<file path="src/rtl/j1_pkg.sv">
// ----------------------------------------------------------------------------
// j1_pkg
// Shared definitions for the j1 boot loader: FSM state encoding, error codes
// reported on err_code, and the default frame start byte. Kept separate so a
// status register can decode the same values without duplicating them.
// ----------------------------------------------------------------------------
package j1_pkg;

    typedef enum logic [2:0] {
        ST_HUNT  = 3'd0,
        ST_LEN_H = 3'd1,
        ST_LEN_L = 3'd2,
        ST_DAT_H = 3'd3,
        ST_DAT_L = 3'd4,
        ST_CSUM  = 3'd5,
        ST_RUN   = 3'd6
    } boot_state_e;

    localparam logic [1:0] ERR_NONE    = 2'd0;
    localparam logic [1:0] ERR_LEN     = 2'd1;
    localparam logic [1:0] ERR_CSUM    = 2'd2;
    localparam logic [1:0] ERR_TIMEOUT = 2'd3;

    localparam logic [7:0] SYNC_DEFAULT = 8'hA5;

endpackage

</file>
<file path="src/rtl/j1_boot_timeout.sv">
// ----------------------------------------------------------------------------
// j1_boot_timeout
// Inter-byte watchdog: a loadable down-counter. While load_i is high the
// counter is held at TIMEOUT; while en_i is high it counts down once per
// cycle. expire_o flags the TIMEOUT-th consecutive idle cycle.
// Ports:
//   clk, reset  - clock, synchronous active-high reset
//   load_i      - reload to TIMEOUT (byte accepted, or watchdog not armed)
//   en_i        - count enable (inside a frame)
//   expire_o    - TIMEOUT idle cycles have elapsed (combinational)
// ----------------------------------------------------------------------------
module j1_boot_timeout #(
    parameter int unsigned TIMEOUT = 1000000
) (
    input  logic clk,
    input  logic reset,
    input  logic load_i,
    input  logic en_i,
    output logic expire_o
);

    localparam int unsigned CW = $clog2(TIMEOUT + 1);

    logic [CW-1:0] cnt_q, cnt_d;

    always_comb begin
        cnt_d = cnt_q;
        if (load_i) begin
            cnt_d = CW'(TIMEOUT);
        end else if (en_i && cnt_q != '0) begin
            cnt_d = cnt_q - CW'(1);
        end
    end

    always_ff @(posedge clk) begin
        if (reset) begin
            cnt_q <= CW'(TIMEOUT);
        end else begin
            cnt_q <= cnt_d;
        end
    end

    // A reload in the same cycle suppresses expiry, so an arriving byte wins.
    assign expire_o = en_i && !load_i && (cnt_q == CW'(1));

endmodule

</file>
<file path="src/rtl/j1_boot_loader.sv">
// ----------------------------------------------------------------------------
// j1_boot_loader
// Byte-stream boot sequencer for the j1 core. Holds the CPU in reset, receives
// a frame {SYNC, LEN_H, LEN_L, LEN x {DAT_H, DAT_L}, CSUM}, writes each word
// to code RAM from address 0, verifies the XOR checksum and releases the CPU.
// A boot_req pulse while running puts the CPU back in reset for a reload.
// Ports:
//   clk, reset            - clock, synchronous active-high reset
//   rx_valid/rx_data      - byte source;  rx_ready - byte accepted this cycle
//   boot_req              - reload request (honoured only while running)
//   cpu_reset             - registered j1 reset
//   code_we/waddr/wdata   - code RAM write port (one-cycle strobe per word)
//   busy, done            - frame in progress / last load good, CPU running
//   err, err_code         - sticky error flag and cause (see j1_pkg)
// ----------------------------------------------------------------------------
module j1_boot_loader
    import j1_pkg::*;
#(
    parameter int unsigned ADDRW   = 13,
    parameter int unsigned TIMEOUT = 1000000,
    parameter logic [7:0]  SYNC    = SYNC_DEFAULT
) (
    input  logic             clk,
    input  logic             reset,
    input  logic             rx_valid,
    input  logic [7:0]       rx_data,
    output logic             rx_ready,
    input  logic             boot_req,
    output logic             cpu_reset,
    output logic             code_we,
    output logic [ADDRW-1:0] code_waddr,
    output logic [15:0]      code_wdata,
    output logic             busy,
    output logic             done,
    output logic             err,
    output logic [1:0]       err_code
);

    // Word counter must hold 2^ADDRW, one bit wider than the address.
    localparam int unsigned CNTW    = ADDRW + 1;
    localparam logic [16:0] MAX_LEN = 17'(32'd1 << ADDRW);

    boot_state_e      state_q, state_d;
    logic [7:0]       len_h_q, len_h_d;
    logic [7:0]       hi_q, hi_d;
    logic [7:0]       acc_q, acc_d;
    logic [ADDRW-1:0] addr_q, addr_d;
    logic [CNTW-1:0]  wcnt_q, wcnt_d;
    logic             code_we_q, code_we_d;
    logic [ADDRW-1:0] code_waddr_q, code_waddr_d;
    logic [15:0]      code_wdata_q, code_wdata_d;
    logic             cpu_reset_q, cpu_reset_d;
    logic             busy_q, busy_d;
    logic             done_q, done_d;
    logic             err_q, err_d;
    logic [1:0]       err_code_q, err_code_d;

    logic        accept;
    logic        in_frame;
    logic        expire;
    logic [15:0] len_w;
    logic        len_bad;

    assign rx_ready = !reset;
    assign accept   = rx_valid && rx_ready;
    assign in_frame = state_q inside {ST_LEN_H, ST_LEN_L, ST_DAT_H, ST_DAT_L, ST_CSUM};
    assign len_w    = {len_h_q, rx_data};
    assign len_bad  = (len_w == 16'd0) || ({1'b0, len_w} > MAX_LEN);

    j1_boot_timeout #(
        .TIMEOUT (TIMEOUT)
    ) u_timeout (
        .clk      (clk),
        .reset    (reset),
        .load_i   (accept || !in_frame),
        .en_i     (in_frame),
        .expire_o (expire)
    );

    always_ff @(posedge clk) begin
        if (reset) begin
            state_q <= ST_HUNT;
        end else begin
            state_q <= state_d;
        end
    end

    always_comb begin
        state_d = state_q;
        case (state_q)
            ST_HUNT:  if (accept && rx_data == SYNC) state_d = ST_LEN_H;
            ST_LEN_H: if (accept) state_d = ST_LEN_L;
            ST_LEN_L: if (accept) state_d = len_bad ? ST_HUNT : ST_DAT_H;
            ST_DAT_H: if (accept) state_d = ST_DAT_L;
            ST_DAT_L: if (accept) state_d = (wcnt_q == CNTW'(1)) ? ST_CSUM : ST_DAT_H;
            ST_CSUM:  if (accept) state_d = (rx_data == acc_q) ? ST_RUN : ST_HUNT;
            ST_RUN:   if (boot_req) state_d = ST_HUNT;
            default:  state_d = ST_HUNT;
        endcase
        if (expire) state_d = ST_HUNT;
    end

    always_comb begin
        len_h_d      = len_h_q;
        hi_d         = hi_q;
        acc_d        = acc_q;
        addr_d       = addr_q;
        wcnt_d       = wcnt_q;
        code_we_d    = 1'b0;
        code_waddr_d = code_waddr_q;
        code_wdata_d = code_wdata_q;
        cpu_reset_d  = cpu_reset_q;
        busy_d       = busy_q;
        done_d       = done_q;
        err_d        = err_q;
        err_code_d   = err_code_q;
        case (state_q)
            ST_HUNT: if (accept && rx_data == SYNC) begin
                err_d      = 1'b0;
                err_code_d = ERR_NONE;
                busy_d     = 1'b1;
                acc_d      = 8'h00;
            end
            ST_LEN_H: if (accept) begin
                len_h_d = rx_data;
                acc_d   = acc_q ^ rx_data;
            end
            ST_LEN_L: if (accept) begin
                acc_d = acc_q ^ rx_data;
                if (len_bad) begin
                    err_d      = 1'b1;
                    err_code_d = ERR_LEN;
                    busy_d     = 1'b0;
                end else begin
                    wcnt_d = CNTW'(len_w);
                    addr_d = '0;
                end
            end
            ST_DAT_H: if (accept) begin
                hi_d  = rx_data;
                acc_d = acc_q ^ rx_data;
            end
            ST_DAT_L: if (accept) begin
                acc_d        = acc_q ^ rx_data;
                code_we_d    = 1'b1;
                code_waddr_d = addr_q;
                code_wdata_d = {hi_q, rx_data};
                addr_d       = addr_q + ADDRW'(1);
                wcnt_d       = wcnt_q - CNTW'(1);
            end
            ST_CSUM: if (accept) begin
                busy_d = 1'b0;
                if (rx_data == acc_q) begin
                    cpu_reset_d = 1'b0;
                    done_d      = 1'b1;
                end else begin
                    err_d      = 1'b1;
                    err_code_d = ERR_CSUM;
                end
            end
            ST_RUN: if (boot_req) begin
                cpu_reset_d = 1'b1;
                done_d      = 1'b0;
            end
            default: ;
        endcase
        // Words already written stay in RAM; only the status reports the abort.
        if (expire) begin
            err_d      = 1'b1;
            err_code_d = ERR_TIMEOUT;
            busy_d     = 1'b0;
        end
    end

    always_ff @(posedge clk) begin
        if (reset) begin
            len_h_q      <= 8'h00;
            hi_q         <= 8'h00;
            acc_q        <= 8'h00;
            addr_q       <= '0;
            wcnt_q       <= '0;
            code_we_q    <= 1'b0;
            code_waddr_q <= '0;
            code_wdata_q <= 16'h0000;
            cpu_reset_q  <= 1'b1;
            busy_q       <= 1'b0;
            done_q       <= 1'b0;
            err_q        <= 1'b0;
            err_code_q   <= ERR_NONE;
        end else begin
            len_h_q      <= len_h_d;
            hi_q         <= hi_d;
            acc_q        <= acc_d;
            addr_q       <= addr_d;
            wcnt_q       <= wcnt_d;
            code_we_q    <= code_we_d;
            code_waddr_q <= code_waddr_d;
            code_wdata_q <= code_wdata_d;
            cpu_reset_q  <= cpu_reset_d;
            busy_q       <= busy_d;
            done_q       <= done_d;
            err_q        <= err_d;
            err_code_q   <= err_code_d;
        end
    end

    assign code_we    = code_we_q;
    assign code_waddr = code_waddr_q;
    assign code_wdata = code_wdata_q;
    assign cpu_reset  = cpu_reset_q;
    assign busy       = busy_q;
    assign done       = done_q;
    assign err        = err_q;
    assign err_code   = err_code_q;

endmodule
</file>
<file path="config.mk">
export PLATFORM = sky130hd
export DESIGN_NAME = j1_boot_loader
export DESIGN_NICKNAME = d
export VERILOG_FILES = /design/src/rtl/j1_pkg.sv /design/src/rtl/j1_boot_timeout.sv /design/src/rtl/j1_boot_loader.sv
export SDC_FILE = /design/constraint.sdc
export NUM_CORES = 1
export LEC_CHECK = 0
export CORE_UTILIZATION = 30
export CTS_BUF_LIST = sky130_fd_sc_hd__clkbuf_8
export DETAILED_ROUTE_END_ITERATION = 10
export GPL_ROUTABILITY_DRIVEN = 0
export MAX_ROUTING_LAYER = met4
export PLACE_DENSITY_LB_ADDON = 0.05
export SYNTH_ARGS = -nofsm -noshare
export SYNTH_HDL_FRONTEND = slang
export SYNTH_SLANG_ARGS = --single-unit
</file>
<file path="constraint.sdc">
create_clock -name clk -period 3 [get_ports clk]
set_input_delay 0.45 -clock clk [delete_from_list [all_inputs] [get_ports clk]]
set_output_delay 0.45 -clock clk [all_outputs]
set_load 0.02 [all_outputs]
</file>
==> run_results.csv, run 1 <==
group,metric,value,unit
sta,final-hold-violation-count,0,
synthesis,synth.lib_cells_used.distinct,73,
final_layout,drive_above_1_share,9.41,%
synthesis,synth_nets,707,
floorplanning,floorplan.die_area,19000,sq um
sta,min_period_over_period,84.7,%
place,port-buffer-count,48,
floorplanning,ios,49,
place,dpl.cell_count,936,
critical_path,path_cells,"or3_1 > nand2_1 > nor3_1 > nand3b_1 > a21oi_1",
synthesis,synthesis.area,5550,sq um
synthesis,postSynth.asyncResetShare,0,%
clocking,cts_inserted_buffers,9,
synthesis,ys_top_cells_by_area,"sky130_fd_sc_hd__dfxtp_1 40%, sky130_fd_sc_hd__nand2_1 8.9%, sky130_fd_sc_hd__o21ai_0 6.9%",
drt,drc_errors_left,0,
power_and_ir_drop,power.leakage,2.21,nW
final_layout,multiInputGateArea,3030,sq um
power_and_ir_drop,pwr-share-comb,6.3,%
synthesis,ys_seq_elements,110,
final_layout,syn_to_final_growth,16.3,%
global_route,grt_first_pass_wirelength,25600,um
drt,routed_wirelength,15400,um
power_and_ir_drop,irDropWorstVdd,0.000189,V
clocking,clock-root-buffer,"sky130_fd_sc_hd__clkbuf_8",
final_layout,layout.cells.most_common_list,"132 x sky130_fd_sc_hd__nand2_1, 110 x sky130_fd_sc_hd__dfxtp_1, 76 x sky130_fd_sc_hd__o21ai_0",
sta,period_needed,2.54,ns
synthesis,area_fraction_in_compound_gates_after_synthesis,22.8,%
floorplanning,core,18000,sq um
synthesis,yosysWarnings,0,
critical_path,crit_fanout,20,
power_and_ir_drop,power.switching_fraction,25.6,%
floorplanning,fp.dieW,138,um
critical_path,critPathKind,"register to register",
sta,rsz0062_at_grt,"false",
place,detailedPlacementHpwl,10600,um
synthesis,synth.area.mux_share,0.992,%
global_route,maximum_number_of_pins_on_one_net_before_global_route_repair,67,
sta,clock.fmax,393,MHz
final_layout,utilization,35.8,%
critical_path,crit_path_max_incr_delay,0.82,ns
sta,finalSetupTns,0,ns
synthesis,synth_area_leader_cell,"sky130_fd_sc_hd__dfxtp_1",
final_layout,final_common_cell,"sky130_fd_sc_hd__nand2_1",
status,run_status,"complete, no violations",
drt,routedWlPerCell,16.2,um
drt,dr.pass1.iters,5,
synthesis,postSynthCellCount,689,
clocking,clkTransAtPathRegs,0.11,ns
final_layout,instances_no_fill,952,
synthesis,synth_top_family_by_area,"simple AND/OR/NAND/NOR gates",
synthesis,synth-edff-count,0,
clocking,holdBufCountCts,0,
global_route,global_route.usage.total,17.1,%
power_and_ir_drop,power.sequential.fraction,56.0,%
floorplanning,start_util,30.8,%
power_and_ir_drop,power_internal,0.00195,W
final_layout,sequential_cell_area,2200,sq um
clocking,count_of_h_tree_levels_built_during_cts,3,
critical_path,worstSetupStartpointType,"register",
synthesis,synth_adder_area_share,1.35,%
critical_path,worst_setup_path_end_kind,"register",
synthesis,yosys.area.top_type_share,39.7,%
final_layout,num_antenna_cells,0,
clocking,insertion_delay,0.40,ns
min_path,hold_path.startpoint,"wcnt_q[10]",
global_route,initial_antenna_violation_count,0,
synthesis,syn_avg_cell_area,8.05,sq um
floorplanning,placement_rows,49,
critical_path,worst_setup_path_startpoint,"state_q[2]",
sta,setup_violations,0,
critical_path,critPathSlowestCell,"sky130_fd_sc_hd__nor3_1",
synthesis,synth_flop_cell,"sky130_fd_sc_hd__dfxtp_1",
sta,skew,0.0128,ns
critical_path,critPathArrivalTime,2.87,ns
global_route,overflow,0,
clocking,post_cts.resized_instances,0,
synthesis,synth-simple-area-share,26.5,%
power_and_ir_drop,p_switching,0.000670,W
synthesis,synth_xor_xnor_area_share,2.84,%
job,drv_cap,0,
critical_path,worst_ep_required_time,3.33,ns
clocking,post_cts_setup_buffer_count,0,
final_layout,fin_nets,736,
power_and_ir_drop,pwr-share-clk,37.7,%
sta,finalMaxSlewViolations,0,
sta,worst_hold_slack,0.461,ns
sta,maxSlewHeadroom,35.1,%
drt,antenna_left,0,
sta,worst_pin_slew,0.966,ns
min_path,hold_class,"register to register",
clocking,clock_sink_count,110,
clocking,clk_path_buf_depth,2,
drt,drtIter0Drc,297,
global_route,grt_pass1_vias,4866,
synthesis,ys_seq_area_share,39.7,%
drt,detailroute.via_count,4998,
drt,vias_per_cell,5.25,
power_and_ir_drop,power.density,406,nW/um^2
clocking,cts_tree,"done",
critical_path,rr_startpoint,"state_q[2]",
floorplanning,dieHeight,138,um
final_layout,final.fill_count,1921,
final timing paths:
| check | end | slack [ns] | cells after the start |
|---|---|---|---|
| max | acc_q[5] | 0.46 | 5 |
| min reg2reg | wcnt_q[10] | 0.46 | 2 |
| max reg2reg | acc_q[5] | 0.46 | 5 |
| min | wcnt_q[10] | 0.46 | 2 |
synthesized netlist by cell type (10+ instances only):
library cell	n
sky130_fd_sc_hd__nand2_1	132
sky130_fd_sc_hd__xor2_1	11
sky130_fd_sc_hd__nor3_1	12
sky130_fd_sc_hd__o21ai_0	76
sky130_fd_sc_hd__buf_2	24
sky130_fd_sc_hd__clkbuf_1	22
sky130_fd_sc_hd__a21oi_1	31
sky130_fd_sc_hd__inv_1	12
sky130_fd_sc_hd__nor4_1	13
sky130_fd_sc_hd__nand3b_1	14
sky130_fd_sc_hd__dfxtp_1	110
sky130_fd_sc_hd__o211ai_1	10
sky130_fd_sc_hd__nor2_1	44
stage by stage:
stage	total power, W	worst slack (ns)	area [sq um]
after CTS	0.00266	0.490	6450
after floorplan	0.00160	0.729	5550
after detailed placement	0.00167	0.202	6240
after global placement	0.00167	0.292	6240
after global routing	0.00274	0.193	6450
final	0.00262	0.459	6450
cell type report:
cell class	count	area share, %
Clock buffer	11	2.35
Clock inverter	5	0.892
Inverter	12	0.698
Multi-Input combinational cell	512	46.9
Sequential cell	110	34.1
Tap cell	229	4.44
Timing Repair Buffer	73	10.6
metal layers:
metal | track usage, % | up-vias | wire length [um]
met2 | 25.9 | 79 | 6790
met4 | 6.25 | 0 | 275
li1 | - | 2518 | -
met5 | - | - | 0
met3 | 2.11 | 17 | 414
met1 | 23.3 | 2384 | 7930
logic make-up (layout without fill, tap and decap cells):
family                     Yosys count  count (layout)
muxes                                5               5
and+or+nand+nor                    287             287
adders and majority gates            6               6
DFF                                110             110
buffers and inverters               67             101
xor gates and xnor gates            18              18
AOI/OAI and AO/OA                  196             196
registers in the layout (all words and copies together) (netlist names):
name	cells
state_q	3
addr_q	13
code_wdata	16
u_timeout.cnt_q	20
code_waddr	13
hi_q	8
acc_q	8
wcnt_q	14
len_h_q	8
code_we	1
busy	1
done	1
cpu_reset	1
err	1
err_code	2
power by group through the flow:
stage | clock (W) | combinational (W) | sequential (W)
3_5_place_dp | 0 | 0.000165 | 0.00150
5_1_grt | 0.00109 | 0.000181 | 0.00147
3_3_place_gp | 0 | 0.000165 | 0.00150
2_1_floorplan | 0 | 0.0000968 | 0.00150
4_1_cts | 0.00103 | 0.000166 | 0.00147
6_report | 0.000988 | 0.000164 | 0.00147
critical path, delay by kind of cell, from the launching register on:
family	cells	cell delay [ns]
and+or+nand+nor	4	1.56
DFF	1	0.73
AOI/OAI and AO/OA	1	0.19
Note: power is estimated with default switching activity, not from simulation.
==> run 2, diff against run 1 <==
clock period = 2.6 ns   (was 3 ns; I/O delays follow)
==> run 2 against run 1 <==
  * Critical path depth increased by 2
  * Global-route usage fell by 0.49 points
  * Clock power grew 8%
  * Sequential power increased by 16%
  * Core utilization grew 0.69 points
  * Cell count rose by 1.8%
  * Clock skew fell by 0.0035 ns
  * First-iteration DRC count is 20% lower
  * Final area increased by 1.9%
  * Die area is the same
  * Largest power group unchanged
==> run_results.csv, run 2 (synthesis gave the netlist of run 1 again) <==
group,metric,value,unit
sta,skew,0.00923,ns
power_and_ir_drop,irDropWorstVdd,0.000232,V
global_route,initial_antenna_violation_count,0,
drt,dr.pass1.iters,4,
sta,worst_pin_slew,0.964,ns
power_and_ir_drop,power_internal,0.00214,W
final_layout,syn_to_final_growth,18.5,%
status,run_status,"complete, no violations",
floorplanning,floorplan.die_area,19000,sq um
place,placedInstanceArea,6380,sq um
final_layout,largest_register_ff_count,20,
clocking,insertion_delay,0.39,ns
critical_path,crit_fanout,8,
sta,min_period_over_period,87.2,%
drt,detailroute.via_count,5016,
drt,drc_errors_left,0,
final_layout,final_common_cell,"sky130_fd_sc_hd__nand2_1",
final_layout,final_area,6580,sq um
final_layout,drive_above_1_share,11.6,%
critical_path,path_cells,"clkdlybuf4s50_1 > nor4_4 > buf_4 > a211oi_1 > nor3_1 > nand3b_1 > a21oi_1",
final_layout,num_antenna_cells,0,
place,preCtsSetupSlack,-0.0762,ns
power_and_ir_drop,totalPowerFinal,0.00296,W
clocking,clock-root-buffer,"sky130_fd_sc_hd__clkbuf_8",
floorplanning,core,18000,sq um
clocking,clk_path_buf_depth,2,
global_route,overflow,0,
sta,minimum_setup_slack_in_the_final_design,0.334,ns
drt,routed_wirelength,15200,um
global_route,global_route.usage.total,16.6,%
critical_path,critPathSlowestCell,"sky130_fd_sc_hd__nor3_1",
drt,vias_per_cell,5.18,
critical_path,crit_path_max_incr_delay,0.80,ns
critical_path,critPathKind,"primary input to register",
clocking,holdBufCountCts,0,
job,drv_cap,0,
sta,rsz0062_at_grt,"false",
sta,finalMaxSlewViolations,0,
power_and_ir_drop,power.switching_fraction,27.8,%
floorplanning,start_util,30.8,%
drt,routedWlPerCell,15.7,um
critical_path,cpLargestDelayFamily,"simple AND/OR/NAND/NOR gates",
clocking,post_cts.resized_instances,0,
floorplanning,placement_rows,49,
sta,worst_hold_slack,0.462,ns
sta,maxSlewHeadroom,35.3,%
min_path,hold_class,"register to register",
power_and_ir_drop,p_switching,0.000825,W
critical_path,rr_startpoint,"state_q[1]",
sta,period_needed,2.27,ns
critical_path,worst_ep_required_time,2.93,ns
drt,antenna_left,0,
power_and_ir_drop,power.leakage,2.29,nW
global_route,grt_first_pass_wirelength,24900,um
global_route,grt_pass1_vias,4768,
floorplanning,fp.dieW,138,um
place,port-buffer-count,48,
clocking,count_of_h_tree_levels_built_during_cts,3,
clocking,clkTransAtPathRegs,0.12,ns
critical_path,path_buf_inv,2,
clocking,cts_tree,"done",
global_route,maximum_number_of_pins_on_one_net_before_global_route_repair,46,
critical_path,worstSetupStartpointType,"primary input",
min_path,hold_path.startpoint,"wcnt_q[10]",
power_and_ir_drop,pwr-share-clk,36.1,%
clocking,cts_inserted_buffers,9,
sta,final-hold-violation-count,0,
clocking,post_cts_setup_buffer_count,0,
sta,setup_violations,0,
place,detailedPlacementHpwl,10900,um
floorplanning,ios,49,
drt,drtIter0Drc,238,
critical_path,critPathArrivalTime,2.60,ns
critical_path,worst_setup_path_startpoint,"rx_data[3]",
power_and_ir_drop,pwr-share-comb,6.7,%
final_layout,final.fill_count,1908,
sta,finalSetupTns,0,ns
sta,clock.fmax,441,MHz
power_and_ir_drop,power.density,451,nW/um^2
clocking,clock_sink_count,110,
power_and_ir_drop,power.sequential.fraction,57.2,%
final_layout,regMostFlops,"u_timeout.cnt_q",
critical_path,worst_setup_path_end_kind,"register",
floorplanning,dieHeight,138,um
final_layout,layout.cells.most_common_list,"132 x sky130_fd_sc_hd__nand2_1, 110 x sky130_fd_sc_hd__dfxtp_1, 76 x sky130_fd_sc_hd__o21ai_0",
final_layout,fin_nets,753,
==> run 2: per-layer routing <==
layer  track usage, %  vias to the layer above  share of wire, %
met5                -                        -                 0
li1                 -                     2562                 -
met4             6.71                        0               2.2
met2             25.3                       87                44
met3             2.15                       19               2.5
met1             22.3                     2348                51
==> run 2: power by group through the flow <==
stage	Clock (W)	Combinational, W	Sequential [W]
final	0.00107	0.000199	0.00170
after global routing	0.00120	0.000216	0.00170
after CTS	0.00113	0.000201	0.00170
after detailed placement	0	0.000200	0.00173
after global placement	0	0.000201	0.00173
after floorplan	0	0.000112	0.00173
==> run 2: metrics by stage <==
stage / std cells / util, %
floorplan: 689 / -
global placement: 953 / 35.4
detailed placement: 953 / 35.4
CTS: 969 / 36.5
global route: 969 / 36.5
finish: 969 / 36.5
==> run 2: worst paths after layout <==
path / endpoint / slack [ns] / cells past startpoint
setup / recovery: acc_q[7] / 0.33 / 7
hold / removal: wcnt_q[10] / 0.46 / 2
setup reg to reg: acc_q[7] / 0.34 / 6
hold reg to reg: wcnt_q[10] / 0.46 / 2
==> run 2: final cells by class <==
| class | instances | area, sq um | share of cell area (%) |
|---|---|---|---|
| Inverter | 12 | 45.0 | 0.685 |
| Tap cell | 229 | 287 | 4.36 |
| Multi-Input combinational cell | 512 | 3030 | 46.1 |
| Clock inverter | 7 | 68.8 | 1.05 |
| Sequential cell | 110 | 2200 | 33.5 |
| Clock buffer | 9 | 124 | 1.88 |
| Timing Repair Buffer | 90 | 821 | 12.5 |
==> run 2: worst register-to-register path, cell delays in order (launching register included) <==
cell and delay, ns:
sky130_fd_sc_hd__dfxtp_1 0.52, sky130_fd_sc_hd__buf_4 0.23, sky130_fd_sc_hd__or3_1 0.25, sky130_fd_sc_hd__nand2_1 0.11, sky130_fd_sc_hd__nor3_1 0.75, sky130_fd_sc_hd__nand3b_1 0.16
sky130_fd_sc_hd__a21oi_1 0.18
==> run 3, diff against run 2 <==
SYNTH_HIERARCHICAL = 1   (was not set)
==> run 3 against run 2 <==
  * Clock power decreased by 4%
  * Cell count grew 0.83%
  * Total power decreased by 4.2%
  * Flip-flop and latch count unchanged
  * Largest cell class unchanged
==> run_results.csv, run 3 <==
group,metric,value,unit
synthesis,synthesis.area,5420,sq um
final_layout,num_antenna_cells,0,
drt,antenna_left,0,
sta,setup_violations,0,
critical_path,critPathArrivalTime,2.72,ns
synthesis,yosysWarnings,6,
synthesis,synth_area_leader_cell,"sky130_fd_sc_hd__dfxtp_1",
sta,min_period_over_period,93.9,%
final_layout,utilization,37.7,%
final_layout,regMostFlops,"u_timeout/cnt_q",
final_layout,drive_above_1_share,11.7,%
global_route,grt_first_pass_wirelength,25200,um
critical_path,worstSetupStartpointType,"register",
job,drv_cap,0,
clocking,holdBufCountCts,0,
floorplanning,fp.dieW,136,um
global_route,global_route.usage.total,18.1,%
power_and_ir_drop,pwr-share-comb,4.4,%
clocking,count_of_h_tree_levels_built_during_cts,3,
critical_path,worst_setup_path_end_kind,"register",
final_layout,largest_register_ff_count,20,
clocking,post_cts.resized_instances,0,
place,dpl.cell_count,962,
sta,maxSlewHeadroom,56.5,%
power_and_ir_drop,power_internal,0.00209,W
power_and_ir_drop,power.leakage,2.24,nW
final_layout,syn_to_final_growth,21.6,%
clocking,insertion_delay,0.40,ns
critical_path,critPathKind,"register to register",
place,port-buffer-count,48,
final_layout,layout.cells.most_common_list,"116 x sky130_fd_sc_hd__nand2_1, 110 x sky130_fd_sc_hd__dfxtp_1, 69 x sky130_fd_sc_hd__o21ai_0",
sta,worst_pin_slew,0.653,ns
clocking,post_cts_setup_buffer_count,0,
synthesis,postSynth.asyncResetShare,0,%
clocking,cts_inserted_buffers,9,
synthesis,ys_top_cells_by_area,"sky130_fd_sc_hd__dfxtp_1 41%, sky130_fd_sc_hd__nand2_1 8.0%, sky130_fd_sc_hd__o21ai_0 6.4%",
critical_path,crit_fanout,7,
clocking,clkTransAtPathRegs,0.13,ns
power_and_ir_drop,power.density,430,nW/um^2
final_layout,instances_no_fill,977,
floorplanning,start_util,31.0,%
clocking,cts_tree,"done",
clocking,clk_path_buf_depth,2,
floorplanning,dieHeight,136,um
global_route,overflow,0,
synthesis,synth_nets,701,
sta,finalMaxSlewViolations,0,
final_layout,final_common_cell,"sky130_fd_sc_hd__nand2_1",
floorplanning,floorplan.die_area,18600,sq um
critical_path,path_cells,"nand3b_1 > nand2_1 > or4b_2 > nor4_1 > o211ai_1 > xor2_1 > nor2_1",
power_and_ir_drop,pwr-share-clk,36.2,%
sta,worst_hold_slack,0.468,ns
drt,routed_wirelength,15500,um
synthesis,syn_avg_cell_area,7.93,sq um
synthesis,ys_seq_area_share,40.6,%
critical_path,critPathSlowestCell,"sky130_fd_sc_hd__or4b_2",
drt,drc_errors_left,0,
critical_path,path_buf_inv,0,
floorplanning,ios,49,
global_route,grt_pass1_vias,4684,
power_and_ir_drop,power.switching_fraction,26.2,%
critical_path,worst-r2r-setup-slack,0.16,ns
drt,routedWlPerCell,15.9,um
drt,vias_per_cell,5.09,
synthesis,synth.lib_cells_used.distinct,68,
critical_path,worst_ep_required_time,2.88,ns
sta,final-hold-violation-count,0,
power_and_ir_drop,power.sequential.fraction,59.4,%
sta,skew,0.0216,ns
synthesis,yosys.area.top_type_share,40.6,%
synthesis,ys_seq_elements,110,
synthesis,synth.cells.most_frequent,"116 x sky130_fd_sc_hd__nand2_1, 110 x sky130_fd_sc_hd__dfxtp_1, 69 x sky130_fd_sc_hd__o21ai_0, 50 x sky130_fd_sc_hd__nor2_1, 49 x sky130_fd_sc_hd__a21oi_1",
synthesis,postSynthCellCount,684,
synthesis,synth_flop_cell,"sky130_fd_sc_hd__dfxtp_1",
sta,clock.fmax,410,MHz
drt,drtIter0Drc,269,
sta,period_needed,2.44,ns
power_and_ir_drop,p_switching,0.000744,W
global_route,initial_antenna_violation_count,0,
clocking,clock_sink_count,110,
critical_path,crit_path_max_incr_delay,0.65,ns
synthesis,yosysMostFrequentCell,"sky130_fd_sc_hd__nand2_1",
floorplanning,placement_rows,48,
drt,dr.pass1.iters,5,
floorplanning,core,17500,sq um
sta,rsz0062_at_grt,"false",
min_path,hold_class,"register to register",
critical_path,cpLargestDelayFamily,"simple AND/OR/NAND/NOR gates",
power_and_ir_drop,irDropWorstVdd,0.000247,V
drt,detailroute.via_count,4975,
place,detailedPlacementHpwl,10800,um
clocking,clock-root-buffer,"sky130_fd_sc_hd__clkbuf_8",
final_layout,fin_nets,765,
synthesis,synth-edff-count,0,
status,run_status,"complete, no violations",
global_route,maximum_number_of_pins_on_one_net_before_global_route_repair,55,
run 3: cell count changes in the layout (fill, tap and decap cells not counted), moves of 7 or more:
cell                       before  now
sky130_fd_sc_hd__nand2b_1       3   11
sky130_fd_sc_hd__buf_4         40   47
sky130_fd_sc_hd__o32ai_1        0   10
sky130_fd_sc_hd__a21oi_1       31   49
sky130_fd_sc_hd__mux2i_1        3   10
sky130_fd_sc_hd__o21ai_0       76   69
sky130_fd_sc_hd__o211ai_1      10    3
sky130_fd_sc_hd__nand3_1        6   23
sky130_fd_sc_hd__inv_1         10   21
sky130_fd_sc_hd__nand3b_1      14    3
sky130_fd_sc_hd__nand2_1      132  116
sky130_fd_sc_hd__a22oi_1        0    7
run 3: area by class of cell:
type                    instances  area, sq um
clock buffers                   9          124
well taps                     225          282
flip-flops and latches        110         2200
repair buffers                 99          913
fillers                      1815        10900
multi-input cells             504         2930
inverters                      24         90.1
clock inverters                 6         56.3
run 3: metal layers:
layer	global-route usage (%)	wire, um
met5	-	0
met1	24.7	7840
met4	5.31	203
met3	3.43	621
met2	27.0	6850
run 3: tightest hold or removal path: cells and delay by family, from the launching register on:
family	cells	cell delay, ns
AOI/OAI and AO/OA	1	0.06
and+or+nand+nor	1	0.04
DFF	1	0.33
run 3: path summary, 6_finish.rpt:
path | to | cells past startpoint | from
worst min-delay path | code_wdata[15] | 2 | code_wdata[15]
worst min register to register | code_wdata[15] | 2 | code_wdata[15]
worst max-delay path | u_timeout/cnt_q[15] | 7 | state_q[0]
worst max register to register | u_timeout/cnt_q[15] | 7 | state_q[0]
run 3: power by group through the flow:
| stage | Clock, W | Combinational, W | Sequential [W] |
|---|---|---|---|
| floorplan | 0 | 0.0000590 | 0.00172 |
| global placement | 0 | 0.000128 | 0.00172 |
| detailed placement | 0 | 0.000128 | 0.00172 |
| CTS | 0.00108 | 0.000128 | 0.00168 |
| global route | 0.00114 | 0.000136 | 0.00169 |
| finish | 0.00103 | 0.000126 | 0.00168 |
run 3: logic make-up (layout without fill, tap and decap cells):
logic type | Yosys count | count (layout) | share of synthesized area [%]
AO/OA/AOI/OAI | 176 | 176 | 19.9
XOR/XNOR | 20 | 20 | 3.23
adder cells (fa/ha/maj) | 5 | 5 | 1.15
buffers and inverters | 70 | 138 | 5.54
flip-flops | 110 | 110 | 40.6
multiplexers | 12 | 12 | 2.31
AND/OR/NAND/NOR | 291 | 291 | 27.2
run 3: per-stage QoR:
step,worst slack [ns],total power [W],TNS [ns],area [sq um]
6_report,0.160,0.00284,0,6590
3_3_place_gp,-0.140,0.00185,-1.17,6410
3_5_place_dp,-0.209,0.00185,-4.02,6410
5_1_grt,0.0517,0.00296,0,6590
2_1_floorplan,0.00844,0.00178,0,5430
4_1_cts,0.151,0.00290,0,6590
